<file path="config.mk">
export PLATFORM = sky130hd
export DESIGN_NAME = icache_ctrl
export DESIGN_NICKNAME = d
export VERILOG_FILES = /design/src/rtl/icache_pkg.sv /design/src/rtl/icache_data_array.sv /design/src/rtl/icache_ctrl.sv
export SDC_FILE = /design/constraint.sdc
export NUM_CORES = 1
export LEC_CHECK = 0
export ABC_AREA = 1
export CORE_UTILIZATION = 31
export CTS_CLUSTER_SIZE = 20
export DETAILED_ROUTE_END_ITERATION = 6
export SLEW_MARGIN = 5
export SYNTH_ARGS = -nofsm -noshare
export SYNTH_HDL_FRONTEND = slang
export SYNTH_SLANG_ARGS = --single-unit
</file>
<file path="constraint.sdc">
create_clock -name clock -period 4.56 [get_ports clock]
set_input_delay 0.684 -clock clock [delete_from_list [all_inputs] [get_ports clock]]
set_output_delay 0.684 -clock clock [all_outputs]
set_load 0.1 [all_outputs]
</file>
<file path="src/rtl/icache_pkg.sv">
// Shared types and address-field positions for the instruction cache.
package icache_pkg;

  // Byte address = {tag, index, word, byte}.
  localparam int unsigned WORD_LSB = 2;
  localparam int unsigned IDX_LSB  = 4;
  localparam int unsigned TAG_LSB  = 7;
  localparam int unsigned TAG_W    = 1;

  typedef enum logic [1:0] {
    IDLE,
    FETCH,
    UPDATE
  } state_e;

  typedef struct packed {
    logic             valid;
    logic [TAG_W-1:0] tag;
  } line_t;

endpackage

</file>
<file path="src/rtl/icache_data_array.sv">
// Instruction data storage: one synchronous write port, one asynchronous read port.
module icache_data_array #(
  parameter int unsigned INDEX_W = 3,
  parameter int unsigned WORDS   = 4
) (
  input  logic                       clock,
  input  logic                       we_i,
  input  logic [INDEX_W-1:0]         w_idx_i,
  input  logic [$clog2(WORDS)-1:0]   w_word_i,
  input  logic [31:0]                w_data_i,
  input  logic [INDEX_W-1:0]         r_idx_i,
  input  logic [$clog2(WORDS)-1:0]   r_word_i,
  output logic [31:0]                r_data_o
);

  localparam int unsigned LINES = 1 << INDEX_W;

  logic [31:0] mem_q [LINES][WORDS];

  // Refill writes one word per accepted memory beat.
  always_ff @(posedge clock) begin
    if (we_i) begin
      mem_q[w_idx_i][w_word_i] <= w_data_i;
    end
  end

  assign r_data_o = mem_q[r_idx_i][r_word_i];

endmodule

</file>
<file path="src/rtl/icache_ctrl.sv">
// Direct-mapped read-only instruction cache: hit path, refill FSM, tag/valid state.
module icache_ctrl
  import icache_pkg::*;
#(
  parameter int unsigned ADDR_W  = 8,
  parameter int unsigned INDEX_W = 3,
  parameter int unsigned WORDS   = 4,
  parameter int unsigned CNT_W   = 16
) (
  input  logic              clock,
  input  logic              reset_n,
  input  logic              cpu_read,
  input  logic [ADDR_W-1:0] cpu_address,
  output logic [31:0]       cpu_readdata,
  output logic              cpu_busywait,
  input  logic              flush,
  output logic              mem_read,
  output logic [ADDR_W-1:0] mem_address,
  input  logic [31:0]       mem_readdata,
  input  logic              mem_busywait,
  output logic [CNT_W-1:0]  miss_count
);

  localparam int unsigned LINES  = 1 << INDEX_W;
  localparam int unsigned WSEL_W = $clog2(WORDS);

  state_e              state_q, state_d;
  logic [TAG_W-1:0]    miss_tag_q, miss_tag_d;
  logic [INDEX_W-1:0]  miss_idx_q, miss_idx_d;
  logic [WSEL_W-1:0]   word_cnt_q, word_cnt_d;
  logic                flush_pend_q, flush_pend_d;
  logic [CNT_W-1:0]    miss_count_q, miss_count_d;
  logic [LINES-1:0]    valid_q;
  logic [TAG_W-1:0]    tag_q [LINES];

  logic [TAG_W-1:0]    req_tag;
  logic [INDEX_W-1:0]  req_idx;
  logic [WSEL_W-1:0]   req_word;
  logic                unused_byte_sel;
  line_t               cur_line;
  logic                hit;
  logic                fill_we;
  logic                clear_all;
  logic [31:0]         rd_data;

  assign req_tag         = cpu_address[ADDR_W-1:TAG_LSB];
  assign req_idx         = cpu_address[TAG_LSB-1:IDX_LSB];
  assign req_word        = cpu_address[IDX_LSB-1:WORD_LSB];
  assign unused_byte_sel = ^cpu_address[WORD_LSB-1:0];

  assign cur_line.valid = valid_q[req_idx];
  assign cur_line.tag   = tag_q[req_idx];
  assign hit            = cur_line.valid && (cur_line.tag == req_tag);

  assign fill_we = (state_q == FETCH) && !mem_busywait;
  // A flush seen during a refill is applied on the install edge so the new line dies too.
  assign clear_all = ((state_q == IDLE) && flush) ||
                     ((state_q == UPDATE) && (flush || flush_pend_q));
  assign miss_count = miss_count_q;

  icache_data_array #(
    .INDEX_W (INDEX_W),
    .WORDS   (WORDS)
  ) u_data (
    .clock    (clock),
    .we_i     (fill_we),
    .w_idx_i  (miss_idx_q),
    .w_word_i (word_cnt_q),
    .w_data_i (mem_readdata),
    .r_idx_i  (req_idx),
    .r_word_i (req_word),
    .r_data_o (rd_data)
  );

  // Valid bits: cleared by reset or flush, set when a refill installs.
  always_ff @(posedge clock or negedge reset_n) begin
    if (!reset_n) begin
      valid_q <= '0;
    end else if (clear_all) begin
      valid_q <= '0;
    end else if (state_q == UPDATE) begin
      valid_q[miss_idx_q] <= 1'b1;
    end
  end

  // Tags are only meaningful behind a valid bit, so they carry no reset.
  always_ff @(posedge clock) begin
    if (state_q == UPDATE) begin
      tag_q[miss_idx_q] <= miss_tag_q;
    end
  end

  // FSM and miss bookkeeping registers.
  always_ff @(posedge clock or negedge reset_n) begin
    if (!reset_n) begin
      state_q      <= IDLE;
      miss_tag_q   <= '0;
      miss_idx_q   <= '0;
      word_cnt_q   <= '0;
      flush_pend_q <= 1'b0;
      miss_count_q <= '0;
    end else begin
      state_q      <= state_d;
      miss_tag_q   <= miss_tag_d;
      miss_idx_q   <= miss_idx_d;
      word_cnt_q   <= word_cnt_d;
      flush_pend_q <= flush_pend_d;
      miss_count_q <= miss_count_d;
    end
  end

  // Next-state and output decode.
  always_comb begin
    state_d      = state_q;
    miss_tag_d   = miss_tag_q;
    miss_idx_d   = miss_idx_q;
    word_cnt_d   = word_cnt_q;
    flush_pend_d = flush_pend_q;
    miss_count_d = miss_count_q;
    mem_read     = 1'b0;
    mem_address  = '0;
    cpu_busywait = 1'b0;
    cpu_readdata = '0;
    unique case (state_q)
      IDLE: begin
        flush_pend_d = 1'b0;
        // Keep the fetch side quiet while reset is held.
        if (cpu_read && reset_n) begin
          if (hit) begin
            cpu_readdata = rd_data;
          end else begin
            cpu_busywait = 1'b1;
            miss_tag_d   = req_tag;
            miss_idx_d   = req_idx;
            word_cnt_d   = '0;
            if (miss_count_q != '1) begin
              miss_count_d = miss_count_q + 1'b1;
            end
            state_d = FETCH;
          end
        end
      end
      FETCH: begin
        mem_read     = 1'b1;
        mem_address  = {miss_tag_q, miss_idx_q, word_cnt_q, {WORD_LSB{1'b0}}};
        cpu_busywait = 1'b1;
        if (flush) begin
          flush_pend_d = 1'b1;
        end
        if (!mem_busywait) begin
          word_cnt_d = word_cnt_q + 1'b1;
          if (word_cnt_q == WSEL_W'(WORDS - 1)) begin
            state_d = UPDATE;
          end
        end
      end
      UPDATE: begin
        cpu_busywait = 1'b1;
        flush_pend_d = 1'b0;
        state_d      = IDLE;
      end
      default: begin
        state_d = IDLE;
      end
    endcase
  end

endmodule
</file>
# Yosys cells after proc, flatten, opt, wreduce, memory -nomap -nowiden
# Memories as Yosys holds them, arrays and structs flattened.
# Index checks and enable logic that the tools add are counted.
[classes] muxes=34 add_sub_neg=2 n_lt_le_gt_ge=6 n_eq_ne=10 reduce_logical=21 bitwise_logic=4
[op_table] op="$mux 32" count=6
[op_table] op="$mux 128" count=1
[op_table] op="$bmux 32 s2" count=1
[op_table] op="$demux 32 s2" count=1
[op_table] op="$mux 8" count=3
[op_table] op="$add 16x1->16 const B" count=1
[op_table] op="$ne 16x16->1 const B" count=1
[op_table] op="$mux 2" count=7
[op_table] op="$reduce_and 4->1" count=3
[op_table] op="$mux 1" count=9
[op_table] op="$lt 3x4->1 const B" count=2
[op_table] op="$or 8x8->8" count=1
[op_table] op="$pmux 2 s2" count=2
[op_table] op="$logic_and 1x1->1" count=7
[op_table] op="$ge 3x3->1 const B" count=2
[op_table] op="$ne 2x2->1 const B" count=3
[op_table] op="$not 2->3" count=2
[op_table] op="$reduce_bool 2->1" count=3
[op_table] op="$eq 2x2->1 const B" count=2
[op_table] op="$ne 2x1->1 const B" count=2
[op_table] op="$pmux 1 s2" count=2
[op_table] op="$reduce_or 2->1" count=2
[op_table] op="$bmux 1 s3" count=1
[op_table] op="$demux 1 s3" count=1
[op_table] op="11 further kinds" count=12
[totals] mem_count=2 out_inout_bits=58 ff_bits=33 ramBits=1032
[mem_list] memory="u_data.mem_q" depth=8 width=128 read_ports=1 rd_clocked_by_memory_dff=0 wr=1 line_no="icache_data_array.sv:18" source="logic [31:0] mem_q [LINES][WORDS];"
[mem_list] memory="tag_q" depth=8 width=1 read_ports=1 rd_clocked_by_memory_dff=0 wr=1 line_no="icache_ctrl.sv:34" source="logic [TAG_W-1:0] tag_q [LINES];"

# Longest topological paths before layout
# Gate-level depths: netlist of run 1.
[logic_depth] word_depth=7 mapped_depth=15 depth_no_buf=13

# Modules after synthesis
# Synthesis of run 1 repeated with hierarchy kept, for this count alone.
[unflattened] cells_unflattened=3876 hier_area_um2=44502.7
[by_module_without_submodules] mod="icache_data_array" seq_area_each_um2=30749.5 cells_per_inst=3504 area_each_um2=41763.8 instances=1
[by_module_without_submodules] mod="icache_ctrl" seq_area_each_um2=1066.0 cells_per_inst=372 area_each_um2=2738.9 instances=1

# Least setup slack after synthesis of run 1
# Ideal clock, no wire load.
[synth_path] path_kind="reg-to-reg" from="reg state_q[1]" to="mem u_data.mem_q[0][32] (netlist name), enable pin" stages_incl_launch_ff=7 synth_period_minus_slack_ps=3916 setup_time_ps=421 n_path_buf=2 path_slack_ps=644 arrival_time_ps=3495 path_cell_list="dfrtp_1 > inv_1 > ha_1 > clkbuf_1 > clkbuf_1 > nand3_1 > nor2_1"
[synth_via] elab_chain_len=4
[synth_lines] element="from (decl)" line_no="icache_ctrl.sv:27" source="state_e state_q, state_d;"
[synth_lines] element="from (signal assigned)" line_no="icache_ctrl.sv:103" source="state_q <= state_d;"
[synth_lines] element="$eq 2x1->1" line_no="icache_ctrl.sv:55" source="assign fill_we = (state_q == FETCH) && !mem_busywait;"
[synth_lines] element="$logic_and 1x1->1" line_no="icache_ctrl.sv:55"
[synth_lines] element="$mux 1" line_no="icache_data_array.sv:22" source="if (we_i) begin"
[synth_lines] element="$mux 128 (not written as such)" line_no="icache_data_array.sv:23" source="mem_q[w_idx_i][w_word_i] <= w_data_i;"
[synth_lines] element="to (decl)" line_no="icache_data_array.sv:18"
# No other way between the ends.

# Worst setup path after layout of run 1
[layout_path] from="in cpu_address[4]" to="out cpu_readdata[1]"
[layout_via] elab_chain_len=7 word_cells_on_any_way=12 cone_classes="1 x eq/ne; 8 x mux; 1 x reduce/logical; 2 x memory"
[layout_lines] element="from (decl)" line_no="icache_ctrl.sv:13" source="input logic [ADDR_W-1:0] cpu_address,"
[layout_lines] element="$mem_v2 8x128"
[layout_lines] element="$bmux 32 s2" line_no="icache_data_array.sv:27" source="assign r_data_o = mem_q[r_idx_i][r_word_i];"
[layout_lines] element="$mux 32 (not written as such) (2 in a row)" line_no="icache_data_array.sv:27"
[layout_lines] element="$mux 32 (*)" line_no="icache_ctrl.sv:129" source="if (hit) begin"
[layout_lines] element="$mux 32 (*)" line_no="icache_ctrl.sv:128" source="if (cpu_read && reset_n) begin"
[layout_lines] element="$mux 32 (*)" line_no="icache_ctrl.sv:124" source="unique case (state_q)"
[layout_lines] element="to (decl)" line_no="icache_ctrl.sv:14" source="output logic [31:0] cpu_readdata,"
# Every way passes the cells marked *; elsewhere a longest branch is shown, timed or not. The select of a mux whose other input is x is not followed.

==> results of run 1 <==
[logic make-up after synthesis]
logic type,share of synthesized area (%)
fa+ha+maj,0.263
buf+inv,2.96
simple gates,11.4
compound gates,10.8
other cells,0.00877
xor+xnor,0.143
flops,74.4
[synthesized netlist by cell type (all sizes together)]
master,number,area [um2]
a21oi,8,40.0
buf,104,576
clkbuf,126,473
clkinv,2,7.51
conb,1,3.75
dfrtp,33,826
edfxtp,1032,31000
ha,9,113
inv,55,211
nand2,137,519
nand3,222,1120
nand4,6,52.6
nor2,832,3130
nor3,12,65.1
o211ai,224,1680
o21a,2,15.0
o21ai,520,2600
o221ai,32,280
o22ai,1,6.26
or2,1,6.26
xnor2,1,8.76
xor2,6,52.6
[area by class of cell]
| type | count | area [um2] |
|---|---|---|
| Fill cell | 12900 | 86500 |
| Inverter | 57 | 236 |
| Multi-Input combinational cell | 2015 | 9940 |
| Clock buffer | 148 | 2980 |
| Clock inverter | 51 | 368 |
| Antenna cell | 2 | 5.00 |
| Sequential cell | 1065 | 31800 |
| Timing Repair Buffer | 166 | 2030 |
| Tap cell | 1781 | 2230 |
[routing by layer]
layer	vias to the layer above	GRT usage, %	share of wire (%)
li1	12400	-	-
met2	936	25.5	47
met4	6	4.58	2.1
met1	13500	22.3	44
met3	154	2.12	6.8
met5	-	0	0.031
[final timing paths]
path                                 from             endpoint  slack (ps)
setup / recovery           cpu_address[4]      cpu_readdata[1]         630
hold / removal             cpu_address[6]        miss_idx_q[2]         410
setup reg to reg               state_q[1]  u_data.mem_q[1][47]        1270
hold reg to reg                valid_q[2]           valid_q[2]         490
max in group asynchronous         reset_n           valid_q[4]        3800
min in group asynchronous         reset_n        miss_count[7]         440
[worst max-delay path, stage by stage]
cell and delay [ps]:
buf_8 180, inv_16 230, buf_12 480, o21ai_0 240, o211ai_1 190, nand3_1 110
nand3_1 170, nand2_1 190, nor2_2 180, buf_12 190
[registers in the layout (all words and copies together), names as in the netlist]
name,count
valid_q,8
word_cnt_q,2
flush_pend_q,1
miss_count,16
tag_q,8
miss_tag_q,1
state_q,2
u_data.mem_q,1024
miss_idx_q,3
[report_power, final]
group          total, mW  internal [mW]  switching (mW)  leakage [nW]
clock network       8.40           4.74            3.66          1.63
logic               2.31          0.570            1.74          4.44
registers           11.2           11.1           0.135          9.72
[stage by stage]
| step | total power, mW | instance area (um2) | util [%] | worst slack, ps |
|---|---|---|---|---|
| floorplan | 12.8 | 42800 | - | 644 |
| global placement | 13.7 | 46300 | 34.0 | 693 |
| detailed placement | 13.7 | 46300 | 34.0 | 680 |
| CTS | 22.1 | 49600 | 36.4 | 675 |
| global route | 22.7 | 49600 | 36.4 | 516 |
| finish | 21.9 | 49600 | 36.4 | 629 |
==> flow_summary.toml, run 1 <==
[setup_path]
crit_type = "in2out"
crit_arrival_ps = 3250
critPathMaxFanout = 192
start_kind = "input pin"
reg2regPathDepth = 5
required_ps = 3880
crit_path_end_kind = "output port"

[place]
dp_hpwl_um = 56400
port_buffers = 98
gp_congestion = 0.774
dpl.cell_count = 5084

[floorplan]
fp.dieH_um = 374
initial_core_util_pct = 31.4
design.core.area_um2 = 136000
die_area_um2 = 140000
io_pins = 103
die_width_um = 374
rows = 135

[clock_tree]
cts_htree_levels = 3
cts_sinks = 1065
cts_tree = "built"
numCtsBuffers = 112
clockBufferDepth = 3
clock_latency_ps = 690
cts.repair.resized = 0
ctsHoldBuffers = 0
clk_pin_slew_ps = 50
root_buffer = "clkbuf_16"
cts_setup_buffers = 0

[power_and_ir_drop]
p_per_area_nw_per_um2 = 442
ir_drop_uv = 542
p_leak_nw = 15.8

[status]
status = "finished, final reports clean"

[route]
routed-via-count = 27000
drc = 0
wl_per_cell_um = 21.4
drt.antenna.violating_nets = 0
firstDrtPassIters = 6
drt_wl_total_um = 113000
drt-initial-drc-count = 3016
viasPerCell = 5.11

[sta]
fin_crit_ps = 3930
clock_skew_ps = 28.3
max_freq_mhz = 254
hold_viol = 0
rsz0062_at_grt = "no"
slew_headroom_pct = 22.1
fin_crit_sh_pct = 86.2
setup_viol_count_final = 0
drv_slew = 0
worst_pin_slew_ps = 1170
finalSetupTns_ps = 0
holdWs_ps = 409

[global_routing]
grt_pass1_vias = 25600
grt_util_all_layers_pct = 15.8
globalRouteOverflowTotal = 0
grt_antenna_before_repair = 5
grt_max_degree = 193
grt_pass1_wl_um = 168000

[cells_and_area]
syn_to_final_growth_pct = 15.9
final_cell_mix = "edfxtp_1 (1032), nor2_1 (796), o21ai_0 (520)"
drive_above_1_share_pct = 8.54
stdcell_count = 5285
layout_commonest_cell = "edfxtp_1"
final_nets = 3471

[yosys]
yosysSeqAreaShare_pct = 74.4
yosysWarnings = 0
netlist_area_um2 = 42800
synth-seq-cells = 1065
syn_avg_cell_area_um2 = 12.7
yosysUniqueCellTypes = 32
syn-instance-count = 3366

[flow_run]
drv_cap = 0

[worst_hold_path]
holdCritPathClass = "in2reg"
hold_depth = 3
Note: power is estimated with default switching activity, not from simulation.
==> run 2, diff against run 1 <==
--- a/config.mk
+++ b/config.mk
@@ -9,7 +9,8 @@
 export CORE_UTILIZATION = 31
 export CTS_CLUSTER_SIZE = 20
 export DETAILED_ROUTE_END_ITERATION = 6
-export SLEW_MARGIN = 5
+export MAX_ROUTING_LAYER = met4
+export SLEW_MARGIN = 20
 export SYNTH_ARGS = -nofsm -noshare
 export SYNTH_HDL_FRONTEND = slang
 export SYNTH_SLANG_ARGS = --single-unit
==> flow_summary.toml, run 2 (same netlist as run 1, synthesis figures left out) <==
[floorplan]
initial_core_util_pct = 31.4
design.core.area_um2 = 136000
io_pins = 103
die_area_um2 = 140000
die_width_um = 374
rows = 135
fp.dieH_um = 374

[route]
viasPerCell = 5.11
routed-via-count = 27000
wl_per_cell_um = 21.4
drc = 0
firstDrtPassIters = 5
drt-initial-drc-count = 3072
drt_wl_total_um = 113000
drt.antenna.violating_nets = 0

[global_routing]
grt_antenna_before_repair = 6
grt_util_all_layers_pct = 16.3
globalRouteOverflowTotal = 0
grt_pass1_vias = 25600
grt_pass1_wl_um = 168000
grt_max_degree = 193

[worst_hold_path]
hold_end = "miss_idx_q[2]"
holdCritPathClass = "in2reg"
min_from = "cpu_address[6]"
hold_depth = 3

[sta]
clock_skew_ps = 26.8
rsz0062_at_grt = "no"
max_freq_mhz = 260
finalSetupTns_ps = 0
slew_headroom_pct = 21.8
finalWorstSetupSlack_ps = 718
fin_crit_sh_pct = 84.3
worst_pin_slew_ps = 1170
fin_crit_ps = 3840
drv_slew = 0
setup_viol_count_final = 0
hold_viol = 0

[power_and_ir_drop]
ir_drop_uv = 542
p_leak_nw = 15.8
p_per_area_nw_per_um2 = 442

[cells_and_area]
final_nets = 3471
drive_above_1_share_pct = 8.74
nFillCells = 12900
stdcell_count = 5287
utilization_pct = 36.4
largest_reg_flops = 1024
layout_commonest_cell = "edfxtp_1"
syn_to_final_growth_pct = 15.9
final_cell_mix = "edfxtp_1 (1032), nor2_1 (796), o21ai_0 (520)"
top_register = "u_data.mem_q"

[clock_tree]
clock_latency_ps = 690
cts_htree_levels = 3
ctsHoldBuffers = 0
numCtsBuffers = 112
clockBufferDepth = 3
cts.repair.resized = 0
cts_tree = "built"
cts_setup_buffers = 0
cts_sinks = 1065
root_buffer = "clkbuf_16"
clk_pin_slew_ps = 50

[status]
status = "finished, final reports clean"

[setup_path]
crit_type = "in2out"
reg2regPathDepth = 5
required_ps = 3880
critPathMaxFanout = 192
rr_startpoint = "state_q[1]"
crit_arrival_ps = 3160
crit_path_end_kind = "output port"
worstSetupStartpoint = "cpu_address[4]"
ff2ff_setup_slack_ps = 1270
start_kind = "input pin"
r2r_end = "u_data.mem_q[1][47]"

[place]
dpl.cell_count = 5084
dp_hpwl_um = 56400
dp_slack_ps = 680
port_buffers = 98
gp_congestion = 0.785

[flow_run]
drv_cap = 0
==> run 2: worst max path at each step <==
stage | to | slack [ps] | cells past startpoint
after floorplan | u_data.mem_q[0][32] | 640 | 6
after global placement | cpu_readdata[28] | 690 | 10
after detailed placement | cpu_readdata[28] | 680 | 10
after CTS | cpu_readdata[13] | 670 | 7
after global routing | cpu_readdata[28] | 520 | 10
final | cpu_readdata[3] | 720 | 10
==> run 2: where the power goes <==
group | switching (mW) | total [mW] | internal (mW)
clock | 3.66 | 8.40 | 4.74
combinational | 1.74 | 2.31 | 0.566
sequential | 0.135 | 11.2 | 11.1
==> run 2: per-layer routing <==
metal	track usage [%]	up-vias	wire, um
met5	-	-	0
met4	4.58	0	2380
met3	2.04	153	7360
met2	25.4	935	53100
met1	22.4	13500	50400
li1	-	12400	-
==> run 2: per-stage QoR <==
stage	total power, mW	instance area (um2)	hold WS [ps]
after floorplan	12.8	42800	388
after global placement	13.7	46300	476
after detailed placement	13.7	46300	483
after CTS	22.1	49600	363
after global routing	22.6	49600	433
final	21.9	49600	413
==> run 2: area by class of cell <==
type | instances | area [um2] | share of cell area (%)
sequential | 1065 | 31800 | 64.2
timing repair buffer | 166 | 1990 | 4.02
tap | 1781 | 2230 | 4.50
multi-input combinational | 2015 | 9940 | 20.1
inverter | 57 | 236 | 0.477
clock inverter | 51 | 368 | 0.742
clock buffer | 148 | 2980 | 6.01
antenna | 4 | 10.0 | 0.0202
==> run 2: critical path, stage by stage <==
cell and delay [ps]:
buf_8 180, inv_16 230, buf_12 550, o21ai_0 170, o221ai_1 210, nand3_1 160, nand3_1 180, nand2_1 140
nor2_1 210, buf_12 200
